## config.mk

```make
export PLATFORM = sky130hd
export DESIGN_NAME = encoder_8to3
export DESIGN_NICKNAME = d
export VERILOG_FILES = /design/src/rtl/encoder_8to3_pkg.sv /design/src/rtl/encoder_8to3_core.sv /design/src/rtl/encoder_8to3.sv
export SDC_FILE = /design/constraint.sdc
export NUM_CORES = 1
export LEC_CHECK = 0
export ABC_CLOCK_PERIOD_IN_PS = 1300
export CORE_AREA = 2 2 39 41
export CTS_CLUSTER_DIAMETER = 60
export DETAILED_ROUTE_END_ITERATION = 6
export DIE_AREA = 0 0 41 43
export GPL_TIMING_DRIVEN = 1
export PLACE_DENSITY_LB_ADDON = 0.3
export SYNTH_ARGS = -nofsm -noshare
export SYNTH_HDL_FRONTEND = slang
export SYNTH_HIERARCHICAL = 1
export SYNTH_SLANG_ARGS = --single-unit
```

## constraint.sdc

```tcl
create_clock -name clk -period 1.3 [get_ports clk]
set_clock_uncertainty 0.05 [all_clocks]
set_input_delay 0.26 -clock clk [delete_from_list [all_inputs] [get_ports clk]]
set_output_delay 0.26 -clock clk [all_outputs]
set_load 0.1 [all_outputs]
```

## src/rtl/encoder_8to3_pkg.sv

```systemverilog
// rtl/encoder_8to3_pkg.sv - shared widths and result bundle for the 8-to-3 priority encoder
package encoder_8to3_pkg;
   localparam int IN_W   = 8;
   localparam int CODE_W = 3;

   typedef struct packed {
      logic [CODE_W-1:0] code;
      logic              any;
      logic              multi;
   } enc_result_t;
endpackage

```

## src/rtl/encoder_8to3_core.sv

```systemverilog
// rtl/encoder_8to3_core.sv - combinational priority encode, any-request and multi-request detection
module encoder_8to3_core
   import encoder_8to3_pkg::*;
(
   input  logic              A7,
   input  logic              A6,
   input  logic              A5,
   input  logic              A4,
   input  logic              A3,
   input  logic              A2,
   input  logic              A1,
   input  logic              A0,
   output logic [CODE_W-1:0] code,
   output logic              any,
   output logic              multi
);
   logic [IN_W-1:0] w_req;

   assign w_req = {A7, A6, A5, A4, A3, A2, A1, A0};

   // Ascending scan: the last hit wins, which gives the highest index priority.
   always_comb begin
      code = '0;
      for (int k = 0; k < IN_W; k++) begin
         if (w_req[k]) begin
            code = CODE_W'(k);
         end
      end
   end

   assign any = |w_req;

   // Clearing the lowest set bit leaves something only if two or more bits were set.
   assign multi = |(w_req & (w_req - IN_W'(1)));
endmodule

```

## src/rtl/encoder_8to3.sv

```systemverilog
// rtl/encoder_8to3.sv - 8-to-3 priority encoder with registered code, valid and error outputs
module encoder_8to3
   import encoder_8to3_pkg::*;
(
   input  logic clk,
   input  logic rst,
   input  logic A7,
   input  logic A6,
   input  logic A5,
   input  logic A4,
   input  logic A3,
   input  logic A2,
   input  logic A1,
   input  logic A0,
   output logic B,
   output logic C,
   output logic D,
   output logic V,
   output logic E
);
   enc_result_t w_next;
   enc_result_t r_out;

   encoder_8to3_core u_core (
      .A7    (A7),
      .A6    (A6),
      .A5    (A5),
      .A4    (A4),
      .A3    (A3),
      .A2    (A2),
      .A1    (A1),
      .A0    (A0),
      .code  (w_next.code),
      .any   (w_next.any),
      .multi (w_next.multi)
   );

   always_ff @(posedge clk) begin
      if (rst) begin
         r_out <= '0;
      end else begin
         r_out <= w_next;
      end
   end

   assign B = r_out.code[2];
   assign C = r_out.code[1];
   assign D = r_out.code[0];
   assign V = r_out.any;
   assign E = r_out.multi;
endmodule

```

==> results.json, run 1 <==
{
  "floorplan.initialDensity_pct": 19.2,
  "grt_util_met1_pct": 7.37,
  "ys_seq_area_share_pct": 37.7,
  "critical_path_class": "input port to register",
  "port_buffers": 14,
  "core_area_sq_um": 1380,
  "tightest_slew_ps": 243,
  "final-setup-viol-count": 0,
  "routed_wl_microns": 606,
  "rows": 14,
  "slew_headroom_pct": 83.7,
  "gp_congestion": 0.797,
  "dr_total_vias": 280,
  "layout.nets": 64,
  "synthCells": 31,
  "ys_ff_latch": 5,
  "final-instance-count-excl-fill": 69,
  "synthTopCellsByCount": "6 x nor2b_1, 5 x dfxtp_1, 3 x nor2_1",
  "die_h_microns": 43,
  "outcome": "complete, no violations",
  "cts_buffers": 3,
  "post-route-period-util_pct": 94.8,
  "max_freq_ghz": 0.811,
  "postLayoutCellArea_sq_um": 517,
  "num_io_pins": 15,
  "maxSlewViolCount": 0,
  "pwr-share-comb_pct": 34.8,
  "crit_required_ps": 1420,
  "async_flop_share_pct": 0,
  "antenna_cells": 0,
  "numClockSinks": 5,
  "startpoint_type": "input port",
  "overflow": 0,
  "place_area_sq_um": 498,
  "drc_errors": 0,
  "internal_power_mw": 0.356,
  "dp_cells": 64,
  "cts_root_buf": "clkbuf_4",
  "synth_area_leader_cell": "dfxtp_1",
  "die_area_sq_um": 1760,
  "hold_viol": 0,
  "netlist.area_leader.share_pct": 37.7,
  "peakVddDrop_mv": 0.268,
  "cp.arrival_ps": 1360,
  "cts_buffer_depth": 2,
  "leakagePower_nw": 0.210,
  "synthesis.nets": 41,
  "gr-usage-met3_pct": 2.09,
  "synth.distinct_cells": 17,
  "drive_gt1_share_pct": 35.8,
  "cts_tree": "done",
  "grt_pass1_vias": 233,
  "synth_edf_count": 0,
  "syn_area_sq_um": 265,
  "grt_setup_unrepaired": "no",
  "grt_max_degree": 6,
  "whs_ps": 405,
  "antenna_found_initial": 0,
  "yosys-top-cells-area": "dfxtp_1 38%, nor2b_1 14%, nor4_4 8.0%, nand2b_1 4.7%, nor2_1 4.2%",
  "syn_avg_cell_area_sq_um": 8.56,
  "drt_iter0_markers": 3,
  "htree_levels": 1,
  "switchingPower_mw": 0.175,
  "whs_path_depth": 4,
  "viasPerCell": 4.06,
  "period_needed_ps": 1230,
  "yosysMostFrequentCell": "nor2b_1",
  "end_kind": "register",
  "firstDrtPassIters": 2,
  "syn_to_final_growth_pct": 94.8,
  "path_clk_slew_ps": 40,
  "power_density_nw_per_um2": 1030,
  "min_path_type": "input port to register",
  "whs_endpoint": "C$_SDFF_PP0_",
  "worstPathMaxFanout": 3,
  "p_clk_share_pct": 32.9,
  "die_w_microns": 41,
  "busiest_layer": "met2",
  "yosys_warnings": 6,
  "detail_route.wl_per_cell_microns": 8.78,
  "seqPwrFrac_pct": 32.3,
  "cap_viol_max_count": 0,
  "grt_use_met2_pct": 11.6,
  "synthFlopType": "dfxtp_1",
  "grt_pass1_wl_microns": 876,
  "holdCritStartpoint": "A2",
  "detail-route-antenna-nets": 0,
  "power.total_mw": 0.531,
  "cts.hold.buffers_added": 0,
  "track_usage_pct": 7.92,
  "switching_share_pct": 32.9,
  "setup_tns_ps": 0
}
## power groups by stage
stage	sequential, mW	clock (mW)	combinational, mW
after global placement	0.174	0	0.187
final	0.172	0.175	0.185
after CTS	0.172	0.184	0.187
after detailed placement	0.174	0	0.188
after global routing	0.172	0.186	0.193
after floorplan	0.242	0	0.0233
## critical path: stages
cell and delay (ps):
clkdlybuf4s50_1 480, nor2b_1 160, nor4_1 70, o31ai_1 240, nor2b_1 150
## per-stage QoR
step / utilization, % / setup slack (ps)
3_3_place_gp: 36.0 / -504
5_1_grt: 37.3 / 15.3
2_1_floorplan: - / 81.0
6_report: 37.3 / 67.7
4_1_cts: 38.6 / 2.09
3_5_place_dp: 36.0 / -523
## registers in the layout, indices dropped and copies added (netlist names)
| signal | cells |
|---|---|
| D | 1 |
| E | 1 |
| C | 1 |
| B | 1 |
| V | 1 |
## cell usage in the layout, fill, tap and decap left out, drive strengths merged
cell           n
o21ai          2
nor4           2
o21bai         1
nand2          2
buf            9
inv            1
maj3           1
a21oi          1
a211oi         1
nor3           1
nand3          1
or3            1
dfxtp          5
clkbuf         8
nor2b          6
o31ai          1
nand2b         2
clkdlybuf4s50  5
nor2           3
## metal layers
layer	wire [microns]	share of wire, %
met3	58	9.6
met1	248	41
met2	299	49
met4	0	0
met5	0	0
## logic make-up (layout without fill, tap and decap cells)
kind of cell	Yosys count	after routing	share of synthesized area (%)
AND/OR/NAND/NOR	18	18	42.9
AO/OA/AOI/OAI	6	6	14.2
flip-flops	5	5	37.7
adder cells (fa/ha/maj)	1	1	3.77
buffers and inverters	1	23	1.41
## how the worst max path moves through the flow
stage,startpoint,end,cells past startpoint
after global placement,A2,E$_SDFF_PP0_,6
final,A6,E$_SDFF_PP0_,5
after detailed placement,A2,E$_SDFF_PP0_,6
after CTS,A0,E$_SDFF_PP0_,6
after global routing,A7,E$_SDFF_PP0_,4
after floorplan,B$_SDFF_PP0_,B,0
## repair_timing
item	4_1_cts	5_1_grt
pin swaps	1	4
endpoints found under the setup margin	2	1
gates resized for setup	7	7
setup buffers	1	0
## final cells by class
cell class,count,area [sq um]
Clock buffer,4,26.3
Fill cell,140,867
Multi-Input combinational cell,25,166
Inverter,1,3.75
Timing Repair Buffer,18,200
Sequential cell,5,100
Tap cell,16,20.0
Note: power is estimated with default switching activity, not from simulation.
==> run 2: changes to the inputs <==
--- a/config.mk
+++ b/config.mk
@@ -7,6 +7,7 @@
 export LEC_CHECK = 0
 export ABC_CLOCK_PERIOD_IN_PS = 1300
 export CORE_AREA = 2 2 39 41
+export CTS_BUF_LIST = sky130_fd_sc_hd__clkbuf_2
 export CTS_CLUSTER_DIAMETER = 60
 export DETAILED_ROUTE_END_ITERATION = 6
 export DIE_AREA = 0 0 41 43
==> run 2 against run 1 <==
Against the previous run: cell area decreased by 0.48%; utilization decreased by 0.18 points; flip-flop and latch count unchanged; non-clock buffer count unchanged; critical path depth unchanged; clock power decreased by 19%; clock-buffer cell count unchanged; combinational power about the same; sequential power about the same; via count increased by 1.4%; power decreased by 6.1%; setup slack got worse by 12 ps; critical path type unchanged; critical endpoint unchanged.
==> results.json, run 2 (synthesis gave the netlist of run 1 again) <==
{
  "grt_pass1_wl_microns": 883,
  "end_kind": "register",
  "seqPwrFrac_pct": 34.3,
  "internal_power_mw": 0.322,
  "setup_tns_ps": 0,
  "drt_iter0_markers": 4,
  "final-setup-viol-count": 0,
  "power_density_nw_per_um2": 970,
  "grt_pass1_vias": 239,
  "outcome": "complete, no violations",
  "antenna_found_initial": 0,
  "critical_path_class": "input port to register",
  "hold_viol": 0,
  "cts_root_buf": "clkbuf_2",
  "cts_buffers": 3,
  "period_needed_ps": 1240,
  "layout.nets": 64,
  "switching_share_pct": 35.4,
  "die_area_sq_um": 1760,
  "syn_to_final_growth_pct": 93.9,
  "grt_setup_unrepaired": "no",
  "p_clk_share_pct": 28.4,
  "drive_gt1_share_pct": 39.6,
  "firstDrtPassIters": 2,
  "crit_family": "simple AND/OR/NAND/NOR gates",
  "num_io_pins": 15,
  "port_buffers": 14,
  "detail-route-antenna-nets": 0,
  "tightest_slew_ps": 242,
  "detail_route.wl_per_cell_microns": 8.70,
  "routed_wl_microns": 600,
  "rows": 14,
  "viasPerCell": 4.12,
  "post-place-ws_ps": -523,
  "die_h_microns": 43,
  "n_fill_cell": 141,
  "switchingPower_mw": 0.176,
  "min_path_type": "input port to register",
  "die_w_microns": 41,
  "cts.hold.buffers_added": 0,
  "cap_viol_max_count": 0,
  "cts_buffer_depth": 2,
  "crit_chain": "clkdlybuf4s50_1 -> nor2b_1 -> nor4_1 -> o31ai_1 -> nor2b_1",
  "dr_total_vias": 284,
  "slew_headroom_pct": 83.7,
  "crit_required_ps": 1350,
  "cp.arrival_ps": 1300,
  "layout_common_cells": "6 x nor2b_1, 6 x clkbuf_2, 5 x dfxtp_1, 5 x clkdlybuf4s50_1, 5 x buf_12",
  "fin_ws_ps": 56.1,
  "numClockSinks": 5,
  "antenna_cells": 0,
  "track_usage_pct": 7.92,
  "drc_errors": 0,
  "cpPeakStageDelay_ps": 420,
  "dp_cells": 64,
  "worstPathMaxFanout": 3,
  "utilization_pct": 37.2,
  "startpoint_type": "input port",
  "maxSlewViolCount": 0,
  "cp.buffers_inverters": 1,
  "floorplan.initialDensity_pct": 19.2,
  "critPathSlowestCell": "clkdlybuf4s50_1",
  "max_freq_ghz": 0.804,
  "cts_tree": "done",
  "cp_common_cell": "nor2b_1",
  "path_clk_slew_ps": 50,
  "leakagePower_nw": 0.213,
  "htree_levels": 1,
  "pwr-share-comb_pct": 37.3,
  "grt_max_degree": 6,
  "peakVddDrop_mv": 0.217,
  "regArea_sq_um": 100,
  "multi_input_area_sq_um": 170,
  "final-instance-count-excl-fill": 69,
  "post-route-period-util_pct": 95.7,
  "overflow": 0,
  "core_area_sq_um": 1380,
  "gp_congestion": 0.797
}
-- run 2: cell count changes in the layout (fill, tap and decap cells not counted) --
cell	previous run	this run
o21ai_2	0	1
clkbuf_2	4	6
buf_2	0	2
clkbuf_4	3	0
clkbuf_1	1	0
o21ai_1	1	0
-- run 2: path summary, 6_finish.rpt --
path / startpoint / end / slack (ps) / cells after the start
worst max-delay path: A6 / E$_SDFF_PP0_ / 60 / 5
worst min-delay path: A2 / C$_SDFF_PP0_ / 420 / 4
-- run 2: stage by stage --
step / area, sq um / hold slack [ps] / power (mW)
finish: 514 / 419 / 0.499
global route: 514 / 497 / 0.521
floorplan: 265 / 282 / 0.265
detailed placement: 498 / 676 / 0.363
CTS: 531 / 514 / 0.510
global placement: 498 / 676 / 0.362
-- run 2: power groups by stage --
stage	Clock [mW]	Sequential, mW	Combinational [mW]
after floorplan	0	0.242	0.0233
after global placement	0	0.174	0.187
after detailed placement	0	0.174	0.188
after CTS	0.150	0.171	0.188
after global routing	0.155	0.171	0.195
final	0.141	0.171	0.186
-- run 2: per-layer routing --
layer	track usage (%)	wire, microns
met1	7.37	237
met2	11.6	304
met3	2.09	58
met4	10.0	0
met5	0	0
-- run 2: timing repair --
action / CTS / global route
pin swaps: 1 / 4
endpoints found under the setup margin: 2 / 1
gates resized for setup: 10 / 7
setup buffers: 1 / 0
-- run 2: cell type report --
type	instances	share of cell area, %
timing repair buffer	18	38.9
multi-input combinational	25	33.1
sequential	5	19.5
clock buffer	4	3.89
tap	16	3.89
inverter	1	0.730
==> run 3: changes to the inputs <==
--- a/config.mk
+++ b/config.mk
@@ -5,7 +5,8 @@
 export SDC_FILE = /design/constraint.sdc
 export NUM_CORES = 1
 export LEC_CHECK = 0
-export ABC_CLOCK_PERIOD_IN_PS = 1300
+export ABC_CLOCK_PERIOD_IN_PS = 1200
+export CAP_MARGIN = 15
 export CORE_AREA = 2 2 39 41
 export CTS_BUF_LIST = sky130_fd_sc_hd__clkbuf_2
 export CTS_CLUSTER_DIAMETER = 60
==> constraint.sdc (replaced) <==
create_clock -name clk -period 1.2 [get_ports clk]
set_clock_uncertainty 0.05 [all_clocks]
set_input_delay 0.24 -clock clk [delete_from_list [all_inputs] [get_ports clk]]
set_output_delay 0.24 -clock clk [all_outputs]
set_load 0.1 [all_outputs]
==> run 3 against run 2 <==
Against the previous run: power increased by 9.4%; critical endpoint unchanged; die area unchanged; sequential power increased by 8%; cell count up 1.4%; largest cell class unchanged; highest routed layer unchanged.
==> results.json, run 3 (synthesis gave the netlist of run 1 again) <==
{
  "outcome": "complete, no violations",
  "die_h_microns": 43,
  "gp_congestion": 0.802,
  "final-setup-viol-count": 0,
  "drive_gt1_share_pct": 42.6,
  "path_depth": 6,
  "drc_errors": 0,
  "floorplan.initialDensity_pct": 19.2,
  "die_w_microns": 41,
  "path_clk_slew_ps": 50,
  "port_buffers": 14,
  "layout_commonest_cell": "nor2b_1",
  "cp_common_cell": "nor2b_1",
  "leakagePower_nw": 0.235,
  "n_fill_cell": 139,
  "final-instance-count-excl-fill": 70,
  "die_area_sq_um": 1760,
  "dr_total_vias": 285,
  "cp.arrival_ps": 1250,
  "htree_levels": 1,
  "critPathSlowestCell": "nor4_4",
  "crit_family": "simple AND/OR/NAND/NOR gates",
  "peakVddDrop_mv": 0.228,
  "crit_chain": "buf_8 -> nor4_4 -> nor2b_1 -> nor4_1 -> o31ai_1 -> nor2b_1",
  "num_io_pins": 15,
  "crit_required_ps": 1250,
  "utilization_pct": 39.8,
  "grt_max_degree": 6,
  "cts_buffers": 3,
  "end_kind": "register",
  "max_freq_ghz": 0.836,
  "power_density_nw_per_um2": 991,
  "dp_hpwl_microns": 457,
  "critical_path_class": "input port to register",
  "layout_common_cells": "6 x nor2b_1, 5 x dfxtp_1, 5 x buf_12, 5 x buf_4, 4 x clkbuf_2",
  "syn_to_final_growth_pct": 108,
  "startpoint_type": "input port",
  "grt_setup_unrepaired": "yes",
  "slew_headroom_pct": 83.4,
  "viasPerCell": 4.07,
  "hold_viol": 0,
  "worstPathMaxFanout": 4,
  "drt_iter0_markers": 0,
  "routed_wl_microns": 576,
  "whs_endpoint": "C$_SDFF_PP0_",
  "antenna_cells": 0,
  "rows": 14,
  "grt_pass1_wl_microns": 876,
  "whs_path_depth": 4,
  "tightest_slew_ps": 248,
  "grt_pass1_vias": 230,
  "cts_root_buf": "clkbuf_2",
  "cap_viol_max_count": 0,
  "maxSlewViolCount": 0,
  "track_usage_pct": 7.82,
  "detail_route.wl_per_cell_microns": 8.23,
  "core_area_sq_um": 1380,
  "antenna_found_initial": 0,
  "cp.buffers_inverters": 1,
  "layout.nets": 65,
  "dp_cells": 64,
  "period_needed_ps": 1200,
  "cts_tree": "done",
  "overflow": 0,
  "min_path_type": "input port to register",
  "cts_buffer_depth": 2,
  "firstDrtPassIters": 1,
  "post-route-period-util_pct": 99.6,
  "holdCritStartpoint": "A2",
  "detail-route-antenna-nets": 0,
  "numClockSinks": 5,
  "cpPeakStageDelay_ps": 300
}
==> run 3: changes by cell type in the layout (fill, tap and decap cells not counted), sizes merged <==
cell / delta
buf: +2
clkbuf: -2
clkdlybuf4s50: -2
clkdlybuf4s15: +1
dlygate4sd2: +1
dlymetal6s2s: +1
==> run 3: report_power, final <==
group | total [mW] | switching (mW) | internal [mW]
sequential | 0.185 | 0.00806 | 0.177
clock | 0.151 | 0.0630 | 0.0881
combinational | 0.209 | 0.119 | 0.0906
total | 0.546 | 0.190 | 0.356
==> run 3: worst min-delay path, cell delays in order <==
cell,delay [ps]
buf_8,80
o21ai_0,70
nand2_1,50
nor2b_1,100
==> run 3: per-stage QoR <==
step	power, mW	instance area (sq um)	setup TNS (ps)	setup WS, ps	hold WS, ps
after floorplan	0.287	265	0	1.02	262
after global placement	0.392	498	-1500	-583	656
after detailed placement	0.393	498	-1540	-621	656
after CTS	0.554	543	0	2.83	489
after global routing	0.573	551	-88.3	-72.9	371
final	0.546	551	0	4.38	329
==> run 3: final cells by class <==
cell class / instances / area [sq um] / share of cell area [%]
repair buffers: 19 / 231 / 42.0
well taps: 16 / 20.0 / 3.64
flip-flops and latches: 5 / 100 / 18.2
clock buffers: 4 / 20.0 / 3.64
multi-input cells: 25 / 175 / 31.8
inverters: 1 / 3.75 / 0.682
==> run 3: worst max path at each step <==
stage,startpoint,endpoint
global route,A2,E$_SDFF_PP0_
global placement,A2,E$_SDFF_PP0_
CTS,A1,E$_SDFF_PP0_
detailed placement,A2,E$_SDFF_PP0_
floorplan,B$_SDFF_PP0_,B
finish,A2,E$_SDFF_PP0_
==> run 3: metal layers <==
metal / GRT usage (%) / share of wire, % / routed length (microns) / vias to the layer above
met1: 7.37 / 39 / 223 / 122
met5: 0 / 0 / 0 / -
li1: - / - / - / 153
met4: 10.0 / 0 / 0 / 0
met3: 2.09 / 9.9 / 57 / 0
met2: 11.3 / 51 / 295 / 10
==> run 3: what timing repair did <==
action | in CTS | in global routing
hold buffers | 0 | 0
setup buffers | 1 | 1
pin swaps | 3 | 3
gates cloned | 0 | 0
resized for setup | 17 | 9
setup endpoints to repair | 3 | 3
